$ cat config.mk
export PLATFORM = sky130hd
export DESIGN_NAME = wdm_ring_lock_ctrl
export DESIGN_NICKNAME = d
export VERILOG_FILES = /design/src/rtl/wdm_ring_lock_ctrl.sv
export SDC_FILE = /design/constraint.sdc
export NUM_CORES = 1
export LEC_CHECK = 0
export CAP_MARGIN = 15
export CORE_MARGIN = 4
export CORE_UTILIZATION = 50
export CTS_BUF_LIST = sky130_fd_sc_hd__clkbuf_4 sky130_fd_sc_hd__clkbuf_8 sky130_fd_sc_hd__clkbuf_16
export CTS_CLUSTER_DIAMETER = 200
export DETAILED_ROUTE_END_ITERATION = 8
export DONT_BUFFER_PORTS = 1
export HOLD_SLACK_MARGIN = 0.12
export MAX_ROUTING_LAYER = met4
export PLACE_DENSITY = 0.68
export SLEW_MARGIN = 25
export SYNTH_ARGS = -nofsm -noshare
export SYNTH_HDL_FRONTEND = slang
export SYNTH_SLANG_ARGS = --single-unit
$ cat constraint.sdc
create_clock -name clk -period 6.25 [get_ports clk]
set_input_delay 0.625 -clock clk [delete_from_list [all_inputs] [get_ports clk]]
set_output_delay 0.625 -clock clk [all_outputs]
set_load 0.05 [all_outputs]
$ cat src/rtl/wdm_ring_lock_ctrl.sv
// WDM drop-ring lock controller: sweeps the heater for peak drop power, parks on the peak,
// then dither-tracks it with centre / +1 / -1 probes.
module wdm_ring_lock_ctrl #(
  parameter int unsigned HEATER_W    = 8,
  parameter int unsigned PD_W        = 10,
  parameter int unsigned SETTLE_CYC  = 4,
  parameter int unsigned LOCK_THRESH = 64
) (
  input  logic                clk,
  input  logic                rst,
  input  logic                i_start,
  input  logic                i_stop,
  input  logic                i_pd_valid,
  input  logic [PD_W-1:0]     i_pd_code,
  output logic [HEATER_W-1:0] o_heater_code,
  output logic                o_busy,
  output logic                o_locked,
  output logic                o_fail,
  output logic [HEATER_W-1:0] o_peak_code,
  output logic [PD_W-1:0]     o_peak_pd
);

  localparam int unsigned CNT_W = $clog2(SETTLE_CYC + 1);
  localparam logic [CNT_W-1:0]    SETTLE_LOAD = CNT_W'(SETTLE_CYC);
  localparam logic [PD_W-1:0]     THRESH      = PD_W'(LOCK_THRESH);
  localparam logic [HEATER_W-1:0] HMAX        = '1;

  typedef enum logic [2:0] {
    StIdle, StSwSettle, StSwSample, StParkSettle, StTrSettle, StTrSample
  } state_t;

  state_t              r_state, w_state_nxt;
  logic [CNT_W-1:0]    r_cnt, w_cnt_nxt;
  logic [HEATER_W-1:0] r_heater, w_heater_nxt;
  logic                r_busy, w_busy_nxt;
  logic                r_locked, w_locked_nxt;
  logic                r_fail, w_fail_nxt;
  logic [HEATER_W-1:0] r_peak_code, w_peak_code_nxt;
  logic [PD_W-1:0]     r_peak_pd, w_peak_pd_nxt;
  logic [HEATER_W-1:0] r_center, w_center_nxt;
  logic [1:0]          r_phase, w_phase_nxt;  // 0: centre, 1: +1 probe, 2: -1 probe
  logic [PD_W-1:0]     r_pc, w_pc_nxt;
  logic [PD_W-1:0]     r_pp, w_pp_nxt;

  logic                w_settle_done;
  logic [CNT_W-1:0]    w_cnt_dec;
  logic                w_sw_better;
  logic [HEATER_W-1:0] w_sw_pk_code;
  logic [PD_W-1:0]     w_sw_pk_pd;
  logic [PD_W-1:0]     w_pp_eff;
  logic [PD_W-1:0]     w_pm_eff;
  logic [HEATER_W-1:0] w_pick;
  logic                w_restart;

  assign w_settle_done = (r_cnt <= CNT_W'(1));
  assign w_cnt_dec     = (r_cnt != '0) ? r_cnt - CNT_W'(1) : '0;
  assign w_sw_better   = (i_pd_code > r_peak_pd);
  assign w_sw_pk_code  = w_sw_better ? r_heater : r_peak_code;
  assign w_sw_pk_pd    = w_sw_better ? i_pd_code : r_peak_pd;

  // Skipped probes read as zero power, so they can never win the argmax.
  always_comb begin
    w_pp_eff = (r_phase == 2'd1) ? i_pd_code : r_pp;
    w_pm_eff = (r_phase == 2'd2) ? i_pd_code : '0;
    w_pick   = r_center;
    if ((w_pp_eff > r_pc) && (w_pp_eff >= w_pm_eff) && (r_center != HMAX)) begin
      w_pick = r_center + 1'b1;
    end else if ((w_pm_eff > r_pc) && (w_pm_eff > w_pp_eff) && (r_center != '0)) begin
      w_pick = r_center - 1'b1;
    end
  end

  always_comb begin
    w_state_nxt     = r_state;
    w_cnt_nxt       = r_cnt;
    w_heater_nxt    = r_heater;
    w_busy_nxt      = r_busy;
    w_locked_nxt    = r_locked;
    w_fail_nxt      = r_fail;
    w_peak_code_nxt = r_peak_code;
    w_peak_pd_nxt   = r_peak_pd;
    w_center_nxt    = r_center;
    w_phase_nxt     = r_phase;
    w_pc_nxt        = r_pc;
    w_pp_nxt        = r_pp;
    w_restart       = 1'b0;

    if (i_stop && (r_state != StIdle)) begin
      w_state_nxt  = StIdle;
      w_busy_nxt   = 1'b0;
      w_locked_nxt = 1'b0;
    end else begin
      unique case (r_state)
        StIdle: begin
          if (i_start && !i_stop) w_restart = 1'b1;
        end
        StSwSettle: begin
          w_cnt_nxt = w_cnt_dec;
          if (w_settle_done) w_state_nxt = StSwSample;
        end
        StSwSample: begin
          if (i_pd_valid) begin
            w_peak_code_nxt = w_sw_pk_code;
            w_peak_pd_nxt   = w_sw_pk_pd;
            w_cnt_nxt       = SETTLE_LOAD;
            if (r_heater != HMAX) begin
              w_heater_nxt = r_heater + 1'b1;
              w_state_nxt  = StSwSettle;
            end else if (w_sw_pk_pd < THRESH) begin
              w_fail_nxt   = 1'b1;
              w_heater_nxt = '0;
              w_busy_nxt   = 1'b0;
              w_state_nxt  = StIdle;
            end else begin
              w_heater_nxt = w_sw_pk_code;
              w_state_nxt  = StParkSettle;
            end
          end
        end
        StParkSettle: begin
          w_cnt_nxt = w_cnt_dec;
          if (w_settle_done) begin
            w_locked_nxt = 1'b1;
            w_center_nxt = r_heater;
            w_phase_nxt  = 2'd0;
            w_cnt_nxt    = SETTLE_LOAD;
            w_state_nxt  = StTrSettle;
          end
        end
        StTrSettle: begin
          w_cnt_nxt = w_cnt_dec;
          if (w_settle_done) w_state_nxt = StTrSample;
        end
        StTrSample: begin
          if (i_pd_valid) begin
            w_cnt_nxt   = SETTLE_LOAD;
            w_state_nxt = StTrSettle;
            unique case (r_phase)
              2'd0: begin
                w_pc_nxt = i_pd_code;
                if (i_pd_code < THRESH) begin
                  w_locked_nxt = 1'b0;
                  w_restart    = 1'b1;
                end else if (r_center != HMAX) begin
                  w_heater_nxt = r_center + 1'b1;
                  w_phase_nxt  = 2'd1;
                end else begin
                  w_pp_nxt     = '0;
                  w_heater_nxt = r_center - 1'b1;
                  w_phase_nxt  = 2'd2;
                end
              end
              2'd1: begin
                w_pp_nxt = i_pd_code;
                if (r_center != '0) begin
                  w_heater_nxt = r_center - 1'b1;
                  w_phase_nxt  = 2'd2;
                end else begin
                  w_heater_nxt = w_pick;
                  w_center_nxt = w_pick;
                  w_phase_nxt  = 2'd0;
                end
              end
              default: begin
                w_heater_nxt = w_pick;
                w_center_nxt = w_pick;
                w_phase_nxt  = 2'd0;
              end
            endcase
          end
        end
        default: w_state_nxt = StIdle;
      endcase

      if (w_restart) begin
        w_heater_nxt    = '0;
        w_peak_code_nxt = '0;
        w_peak_pd_nxt   = '0;
        w_fail_nxt      = 1'b0;
        w_busy_nxt      = 1'b1;
        w_cnt_nxt       = SETTLE_LOAD;
        w_state_nxt     = StSwSettle;
      end
    end
  end

  always_ff @(posedge clk or posedge rst) begin
    if (rst) begin
      r_state     <= StIdle;
      r_cnt       <= '0;
      r_heater    <= '0;
      r_busy      <= 1'b0;
      r_locked    <= 1'b0;
      r_fail      <= 1'b0;
      r_peak_code <= '0;
      r_peak_pd   <= '0;
      r_center    <= '0;
      r_phase     <= 2'd0;
      r_pc        <= '0;
      r_pp        <= '0;
    end else begin
      r_state     <= w_state_nxt;
      r_cnt       <= w_cnt_nxt;
      r_heater    <= w_heater_nxt;
      r_busy      <= w_busy_nxt;
      r_locked    <= w_locked_nxt;
      r_fail      <= w_fail_nxt;
      r_peak_code <= w_peak_code_nxt;
      r_peak_pd   <= w_peak_pd_nxt;
      r_center    <= w_center_nxt;
      r_phase     <= w_phase_nxt;
      r_pc        <= w_pc_nxt;
      r_pp        <= w_pp_nxt;
    end
  end

  assign o_heater_code = r_heater;
  assign o_busy        = r_busy;
  assign o_locked      = r_locked;
  assign o_fail        = r_fail;
  assign o_peak_code   = r_peak_code;
  assign o_peak_pd     = r_peak_pd;

endmodule

Word level (Yosys, flattened, before mapping) --
Index checks and enable logic that the tools add are counted.
Storage, ports and cells: word-level logic and storage cells 167, register bits 65, output and inout bits 29, input port bits 15
Operators by class: reductions and logical operators 36, eq/ne operators 32, multiplexer cells 74, add/subtract/negate cells 4, bitwise logic cells 1, order comparisons 8
Operator list (number):
- 2-to-1 mux 8 bit | 17
- 2-to-1 mux 10 bit | 8
- case mux 8 bit (2 select lines) | 4
- > comparator 10 bit | 4
- 2-to-1 mux 3 bit | 10
- inequality test 3 bit, second input constant | 8
- inequality test 4 bit, second input constant | 6
- 2-to-1 mux 1 bit | 21
- nonzero test 3 bit | 7
- < comparator 10 x 7 -> 1 bit, second input constant | 2
- case mux 10 bit (2 select lines) | 1
- AND reduction 5 bit | 4
- case mux 3 bit (6 select lines) | 1
- AND reduction 6 bit | 3
- adder 8 x 1 -> 8 bit, second input constant | 2
- inequality test 8 bit, second input constant | 2
- 2-to-1 mux 2 bit | 7
- >= comparator 10 bit | 1
- inequality test 2 bit, second input constant | 5
- nonzero test 2 bit | 5
- case mux 3 bit (3 select lines) | 1
- case mux 2 bit (2 select lines) | 2
- AND reduction 4 bit | 2
- nonzero test 8 bit | 1
- other kinds (20) | 31

Depth between registers and ports, before layout --
Gate-level depths: netlist of the first run.
word-level depth 12, depth in mapped cells 17, mapped depth without buffers 14

Least setup slack after synthesis of the first run --
OpenSTA, ideal clock, no wires.
path type flip-flop to flip-flop, start register r_phase[1], end register r_heater[1], in the netlist o_heater_code[1], library setup time 122 ps, stages on the path, launching flop included 17, period minus slack after synthesis 3670 ps, path slack 2580 ps, path buffers 3, data required time 6128 ps, arrival time 3548 ps, cell sequence dfrtp_1 clkbuf_1 nor2b_1 clkbuf_1 nand2_1 nand2_1 inv_1 ha_1 nand2_1 or4b_4 or4_4 and4_4 buf_6 mux2_2 a21oi_2 o211ai_1 a32o_1
On the way: word-level cells in the longest chain between the ends 12, elaborated cells between the ends (all ways) 29, those cells by class order compare (4); eq/ne (5); mux (13); reduce/logical (7)
RTL lines:
- start, declared | RTL line 41 | logic [1:0] r_phase, w_phase_nxt;
- start signal, assigned | RTL line 211 | r_phase <= w_phase_nxt;
- equality test 2 bit or equality test 2 x 1 -> 1 bit (tied branches) | RTL line 64, 63, 138
- 2-to-1 mux 10 bit (on tied branches) | RTL line 64, 63
- > comparator 10 bit | RTL line 68 | end else if ((w_pm_eff > r_pc) && (w_pm_eff > w_pp_eff) && (r_center != '0)) begin
- logical AND 1 bit (2 in series) | RTL line 68
- 2-to-1 mux 8 bit | RTL line 68
- 2-to-1 mux 8 bit | RTL line 66 | if ((w_pp_eff > r_pc) && (w_pp_eff >= w_pm_eff) && (r_center != HMAX)) begin
- 2-to-1 mux 8 bit | RTL line 155 | if (r_center != '0) begin
- case mux 8 bit (2 select lines) | RTL line 138 | unique case (r_phase)
- 2-to-1 mux 8 bit | RTL line 135 | if (i_pd_valid) begin
- case mux 8 bit (2 select lines) | RTL line 93 | unique case (r_state)
- 2-to-1 mux 8 bit | RTL line 175 | if (w_restart) begin
- end signal, assigned | RTL line 204 | r_heater <= w_heater_nxt;
- end, declared | RTL line 34 | logic [HEATER_W-1:0] r_heater, w_heater_nxt;
Parallel ways exist; a longest one is shown, timed or not. The select of a mux whose other input is x is not followed. A chain may end at the register's enable or synchronous reset.

Final worst setup path of the first run --
start register r_phase[0], end register r_heater[1], in the netlist o_heater_code[1]
Same word-level chain as after synthesis.

==> qor.yml, run 1 <==
power_and_ir_drop:
  p_clk_frac: 0.285
  p_total_mw: 1.50
  p_comb_frac: 0.292
  power.density_mw_per_mm2: 278
  p_int_uw: 886
  vdd_ir_drop_max_mv: 0.154
  power_leakage_nw: 2.40
  p_switching_uw: 609
  p_sw_frac: 0.407
  seqPwrFrac: 0.423
yosys:
  synth_common_cells: "nand2_1, dfrtp_1, o21ai_0"
  synth_edf_count: 0
  synth_cells: 632
  syn_area_sq_mm: 0.00513
  synthFlopType: "dfrtp_1"
  synthArstFlopShare: 1.00
  yosysSeqAreaShare: 0.317
  yosysMostFrequentCell: "nand2_1"
  synth_nets: 689
  synth_warnings: 0
  synth-seq-cells: 65
  syn_area_per_cell_sq_um: 8.11
  synth_area_leaders: "dfrtp_1, ha_1, nand2_1"
  synth_top_area_share: 0.317
  ys_types: 70
  yosys.area.top_type: "dfrtp_1"
clocking:
  clk_pin_slew_ns: 0.08
  cts_root_buf: "clkbuf_8"
  clock_latency_ns: 0.37
  cts_tree: "built"
  hold_buffers: 0
  cts_buffer_depth: 2
  ctsResizeCount: 0
  post_cts_buffers: 0
  h-tree-depth: 3
  cts_buffers: 9
  cts_sinks: 65
grt:
  grt_max_degree: 66
  grt-ovfl-total: 0
  grt_first_pass_wirelength_mm: 23.5
  antenna_found_initial: 0
  grt.total_usage: 0.258
  grt_pass1_vias: 4564
placement:
  io_buffers: 0
  gp_congestion: 0.998
  pre_cts_slack_ns: 2.08
  placed_area_sq_mm: 0.00515
  dp_hpwl_mm: 10.3
routing:
  vias_per_cell: 6.22
  drc_errors: 0
  met3_length_um: 936
  highest_layer: "met4"
  drt-met1-wl_mm: 6.11
  dr_total_vias: 4623
  firstDrtPassIters: 6
  drtIter0Drc: 411
  wl_per_cell_um: 18.7
  routed_wirelength_mm: 13.9
  ant_nets: 0
  routed-wl-met2_mm: 6.54
timing:
  fmax_mhz: 237
  fin_crit_ns: 4.23
  tightest_slew_ns: 0.918
  whs_ns: 0.311
  setup_violations: 0
  hold_violations: 0
  slew_violations: 0
  fin_tns_setup_ns: 0
  finalClockSkew_ns: 0.0117
  max-slew-margin-rel: 0.386
  grt_setup_unrepaired: "no"
  fin_crit_sh: 0.676
  setup_ws_ns: 2.02
floorplanning:
  core_sq_mm: 0.00986
  dieArea_sq_mm: 0.0119
  start_util: 0.520
  die_w_um: 109
  die_y_um: 109
  row_count: 36
  boundaryPins: 44
cells_and_area:
  nFillCells: 910
  final_net_count: 662
  stdcell_area_sq_mm: 0.00538
  antenna_cells: 0
  drive_gt1_frac: 0.0803
  area_delta_synth_final_pct: 4.93
worst_setup_path:
  path_cells: "nor2b_1 -> nand2_1 -> nand2_1 -> inv_1 -> ha_1 -> nand2_1 -> or4b_4 -> or4_4 -> a21oi_2 -> a21oi_1 -> a21oi_2 -> o211ai_1 -> a32o_1"
  end_kind: "flop"
  critical_path_class: "flop to flop"
  cpPeakStageDelay_ns: 0.77
  r2r-end: "o_heater_code[1]"
  worstSetupStartpointType: "flop"
  cp.arrival_ns: 4.48
  r2r_cells: 13
  regToRegStartpoint: "r_phase[0]"
  critPathSlowestCell: "nor2b_1"
  reg2reg_setup_slack_ns: 2.02
  required_ns: 6.51
  critical_path.max_fanout: 13
  cp_common_cell: "nand2_1"
worst_hold_path:
  hold_path_startpoint: "i_stop"
  whs_path_depth: 1
  min_path_type: "input pin to flop"
  min_to: "r_state[1]"
outcome:
  outcome: "complete, no violations"
run:
  cap_violations: 0
## through the flow
| stage | instances | util |
|---|---|---|
| global placement | 727 | 0.522 |
| detailed placement | 727 | 0.522 |
| global route | 743 | 0.546 |
| finish | 743 | 0.546 |
| CTS | 743 | 0.546 |
| floorplan | 632 | - |
## cells in the final DEF, fill, tap and decap left out, drive strengths merged, types with 3 or more instances in the layout
master / synthesis / layout
mux2i: 10 / 10
nor2b: 7 / 7
a22oi: 4 / 4
and2: 14 / 14
a32o: 3 / 3
o22ai: 8 / 8
clkbuf: 34 / 10
buf: 7 / 3
a21o: 7 / 7
or4b: 3 / 3
a32oi: 3 / 3
nor3: 16 / 16
dfrtp: 65 / 65
ha: 42 / 42
o211ai: 4 / 4
a31oi: 7 / 7
a21oi: 44 / 44
nand2b: 5 / 5
xnor2: 7 / 7
xor2: 8 / 8
nand4: 6 / 6
nor2: 43 / 43
nand2: 93 / 93
a211o: 3 / 3
nand3: 17 / 17
o21ai: 44 / 44
o221ai: 8 / 8
inv: 42 / 43
mux2: 12 / 12
a22o: 15 / 15
nor4: 4 / 4
and3: 8 / 8
a221oi: 3 / 3
## final cells by class
| class | instances | area (sq um) | area share |
|---|---|---|---|
| multi-input combinational | 484 | 3180 | 0.591 |
| sequential | 65 | 1630 | 0.302 |
| tap | 133 | 166 | 0.0309 |
| inverter | 42 | 158 | 0.0293 |
| clock buffer | 10 | 138 | 0.0256 |
| clock inverter | 6 | 90.1 | 0.0167 |
| timing repair buffer | 3 | 22.5 | 0.00419 |
## metal layers
layer / vias up / track usage
met5: - / -
met4: 0 / 0.0917
met3: 26 / 0.0503
met2: 166 / 0.398
met1: 2211 / 0.340
li1: 2220 / -
## state kept, by name (all words and copies together) (netlist names)
name / count
o_busy: 1
o_peak_code: 8
o_heater_code: 8
r_state: 3
r_pp: 10
o_fail: 1
r_phase: 2
r_cnt: 3
o_locked: 1
r_pc: 10
r_center: 8
o_peak_pd: 10
## worst max-delay path by stage
| stage | startpoint | end | slack (ns) | depth (start not counted) |
|---|---|---|---|---|
| 4_1_cts | r_phase[0] | o_heater_code[1] | 2.07 | 13 |
| 3_3_place_gp | r_phase[0] | o_heater_code[1] | 2.20 | 13 |
| 2_1_floorplan | r_phase[1] | o_heater_code[1] | 2.58 | 16 |
| 3_5_place_dp | r_phase[0] | o_heater_code[1] | 2.08 | 13 |
| 5_1_grt | r_phase[0] | o_heater_code[1] | 1.65 | 13 |
| 6_report | r_phase[0] | o_heater_code[1] | 2.02 | 13 |
## critical path, delay by kind of cell, from the launching register on
family	cells	cell delay (ns)
AOI/OAI and AO/OA	5	1.12
adders and majority gates	1	0.27
buffers and inverters	1	0.05
DFF	1	0.55
and+or+nand+nor	6	2.15
## power by group through the flow
stage / registers, mW / clock network [mW] / logic [mW]
3_5_place_dp: 0.638 / 0 / 0.431
3_3_place_gp: 0.636 / 0 / 0.420
6_report: 0.632 / 0.426 / 0.437
5_1_grt: 0.641 / 0.449 / 0.495
2_1_floorplan: 0.581 / 0 / 0.381
4_1_cts: 0.629 / 0.428 / 0.434
## cells by family (layout without fill, tap and decap cells)
kind of cell               Yosys count  in the layout  share of synthesized area
and+or+nand+nor                    231            231                      0.218
DFF                                 65             65                      0.317
AOI/OAI and AO/OA                  173            173                      0.225
xor gates and xnor gates            15             15                     0.0256
buffers and inverters               83             61                     0.0639
muxes                               22             22                     0.0459
adders and majority gates           43             43                      0.104
(Power assumes the default switching activity.)
==> run 2, diff against run 1 <==
clock period = 4.4 ns   (was 6.25 ns; I/O delays follow)
==> run 2 against run 1 <==
Effect of this change: setup slack worse by 1.5 ns; clock skew down 0.0012 ns; worst hold slack worse by 0.16 ns; register-to-register slack worse by 1.5 ns; sequential power up 42%; highest routed layer unchanged.
==> qor.yml, run 2 (same netlist as run 1, synthesis figures left out) <==
clocking:
  clk_pin_slew_ns: 0.07  # about the same
  post_cts_buffers: 0  # unchanged
  cts_sinks: 65  # unchanged
  ctsResizeCount: 0  # unchanged
  cts_tree: "built"
  clock_latency_ns: 0.35  # -0.02 ns
  h-tree-depth: 3  # unchanged
  cts_buffer_depth: 2  # unchanged
  hold_buffers: 1  # +1
  cts_buffers: 9  # unchanged
  cts_root_buf: "clkbuf_8"
power_and_ir_drop:
  power.density_mw_per_mm2: 388  # +40%
  power_leakage_nw: 2.43  # +1.0%
  vdd_ir_drop_max_mv: 0.251  # +63%
  p_total_mw: 2.10  # +40%
floorplanning:
  row_count: 36  # unchanged
  dieArea_sq_mm: 0.0119  # unchanged
  die_y_um: 109  # unchanged
  start_util: 0.520  # unchanged
  die_w_um: 109  # unchanged
  core_sq_mm: 0.00986  # unchanged
  boundaryPins: 44  # unchanged
cells_and_area:
  instances_no_fill: 747  # +0.54%
  multi_input_area_sq_mm: 0.00317  # -0.20%
  final_common_cell: "nand2_1"
  nFillCells: 910  # unchanged
  drive_gt1_frac: 0.0831  # +0.00273
  seq_area_sq_mm: 0.00163  # unchanged
  area_delta_synth_final_pct: 5.39
  final_net_count: 667  # +0.76%
  final_cell_mix: "nand2_1, dfrtp_1, o21ai_0"
  stdcell_area_sq_mm: 0.00541  # +0.44%
  antenna_cells: 0  # unchanged
timing:
  fin_crit_ns: 3.91  # -0.312 ns
  setup_violations: 0  # unchanged
  slew_violations: 0  # unchanged
  setup_ws_ns: 0.486  # -1.54 ns
  fin_tns_setup_ns: 0  # unchanged
  finalClockSkew_ns: 0.0105  # -0.00120 ns
  fmax_mhz: 256  # +8.0%
  max-slew-margin-rel: 0.428  # +0.0418
  tightest_slew_ns: 0.858  # -0.0603 ns
  grt_setup_unrepaired: "no"
  hold_violations: 0  # unchanged
  fin_crit_sh: 0.889  # +0.213
grt:
  antenna_found_initial: 0  # unchanged
  grt-ovfl-total: 0  # unchanged
  grt_first_pass_wirelength_mm: 22.9  # -2.2%
  use_met3: 0.0515  # +0.00118
  top_usage_layer: "met2"
  met2_usage: 0.411  # +0.0136
  grt_max_degree: 51  # -23%
  grt.total_usage: 0.255  # -0.00299
  use_met1: 0.323  # -0.0169
  grt_pass1_vias: 4456  # -2.4%
routing:
  vias_per_cell: 6.13  # -1.5%
  ant_nets: 0  # unchanged
  drtIter0Drc: 250  # -39%
  drc_errors: 0  # unchanged
  firstDrtPassIters: 7  # +1
  wl_per_cell_um: 18.8  # +0.56%
  routed_wirelength_mm: 14.0  # +1.1%
  dr_total_vias: 4579  # -0.95%
worst_setup_path:
  cp_common_cell: "nand2_1"
  r2r_cells: 13  # unchanged
  path_buf_inv: 1  # unchanged
  required_ns: 4.63  # -1.88 ns
  worstSetupStartpointType: "flop"
  critical_path_class: "flop to flop"
  critPathSlowestCell: "dfrtp_1"
  end_kind: "flop"
  path_cells: "nand2b_1 -> nand2_1 -> nand2_1 -> inv_1 -> ha_1 -> nand2_1 -> or4b_4 -> or4_4 -> a21oi_2 -> a22oi_1 -> xor2_1 -> a21oi_1 -> a22o_1"
  regToRegStartpoint: "r_phase[1]"
  cp_num_cells: 13  # unchanged
  cpLargestDelayFamily: "simple AND/OR/NAND/NOR gates"
  endpoint: "o_heater_code[2]"
  cpPeakStageDelay_ns: 0.54  # -0.23 ns
  cp.arrival_ns: 4.15  # -0.33 ns
  reg2reg_setup_slack_ns: 0.49  # -1.54 ns
  critical_path.max_fanout: 13  # unchanged
  r2r-end: "o_heater_code[2]"
  timing.critical_path.from: "r_phase[1]"
placement:
  placed_area_sq_mm: 0.00518  # +0.46%
  io_buffers: 0  # unchanged
  dp_hpwl_mm: 10.5  # +2.0%
  gp_congestion: 0.927  # -7.1%
  pre_cts_slack_ns: 0.620  # -1.46 ns
  place_inst: 731  # +0.55%
outcome:
  outcome: "complete, no violations"
run:
  cap_violations: 0  # unchanged
worst_hold_path:
  min_path_type: "input pin to flop"
[run 2: through the flow]
step | utilization | hold WS [ns]
after CTS | 0.548 | 0.136
after floorplan | - | 0.450
after detailed placement | 0.525 | 0.303
final | 0.548 | 0.150
after global routing | 0.548 | 0.131
after global placement | 0.525 | 0.302
[run 2: layer usage]
| metal | wire length, um | up-vias | part of all wire |
|---|---|---|---|
| met5 | 0 | - | 0 |
| met4 | 291 | 0 | 0.021 |
| met3 | 959 | 33 | 0.068 |
| met2 | 6710 | 159 | 0.48 |
| met1 | 6080 | 2164 | 0.43 |
| li1 | - | 2223 | - |
[run 2: final cells by class]
cell class,count,area share
clock inverter,3,0.0120
inverter,42,0.0292
sequential,65,0.301
timing repair buffer,8,0.0116
tap,133,0.0308
multi-input combinational,484,0.587
clock buffer,12,0.0282
[run 2: worst min-delay path by stage]
| stage | startpoint | endpoint | slack (ns) | cells after the start |
|---|---|---|---|---|
| after global placement | rst | r_cnt[1] | 0.30 | 1 |
| after CTS | i_stop | r_state[1] | 0.14 | 1 |
| after global routing | i_stop | r_state[1] | 0.13 | 1 |
| after floorplan | r_pp[0] | r_pp[0] | 0.45 | 2 |
| after detailed placement | rst | r_cnt[1] | 0.30 | 1 |
| final | i_stop | r_state[2] | 0.15 | 1 |
[run 2: where the power goes]
group	internal, mW	switching [mW]
sequential	0.666	0.234
clock	0.344	0.237
combinational	0.257	0.360
[run 2: worst reg2reg max path, delay by kind of cell (launching register included)]
family | cells | cell delay (ns)
compound gates | 4 | 0.93
xor+xnor | 1 | 0.18
fa+ha+maj | 1 | 0.28
buf+inv | 1 | 0.05
simple gates | 6 | 1.81
flops | 1 | 0.54
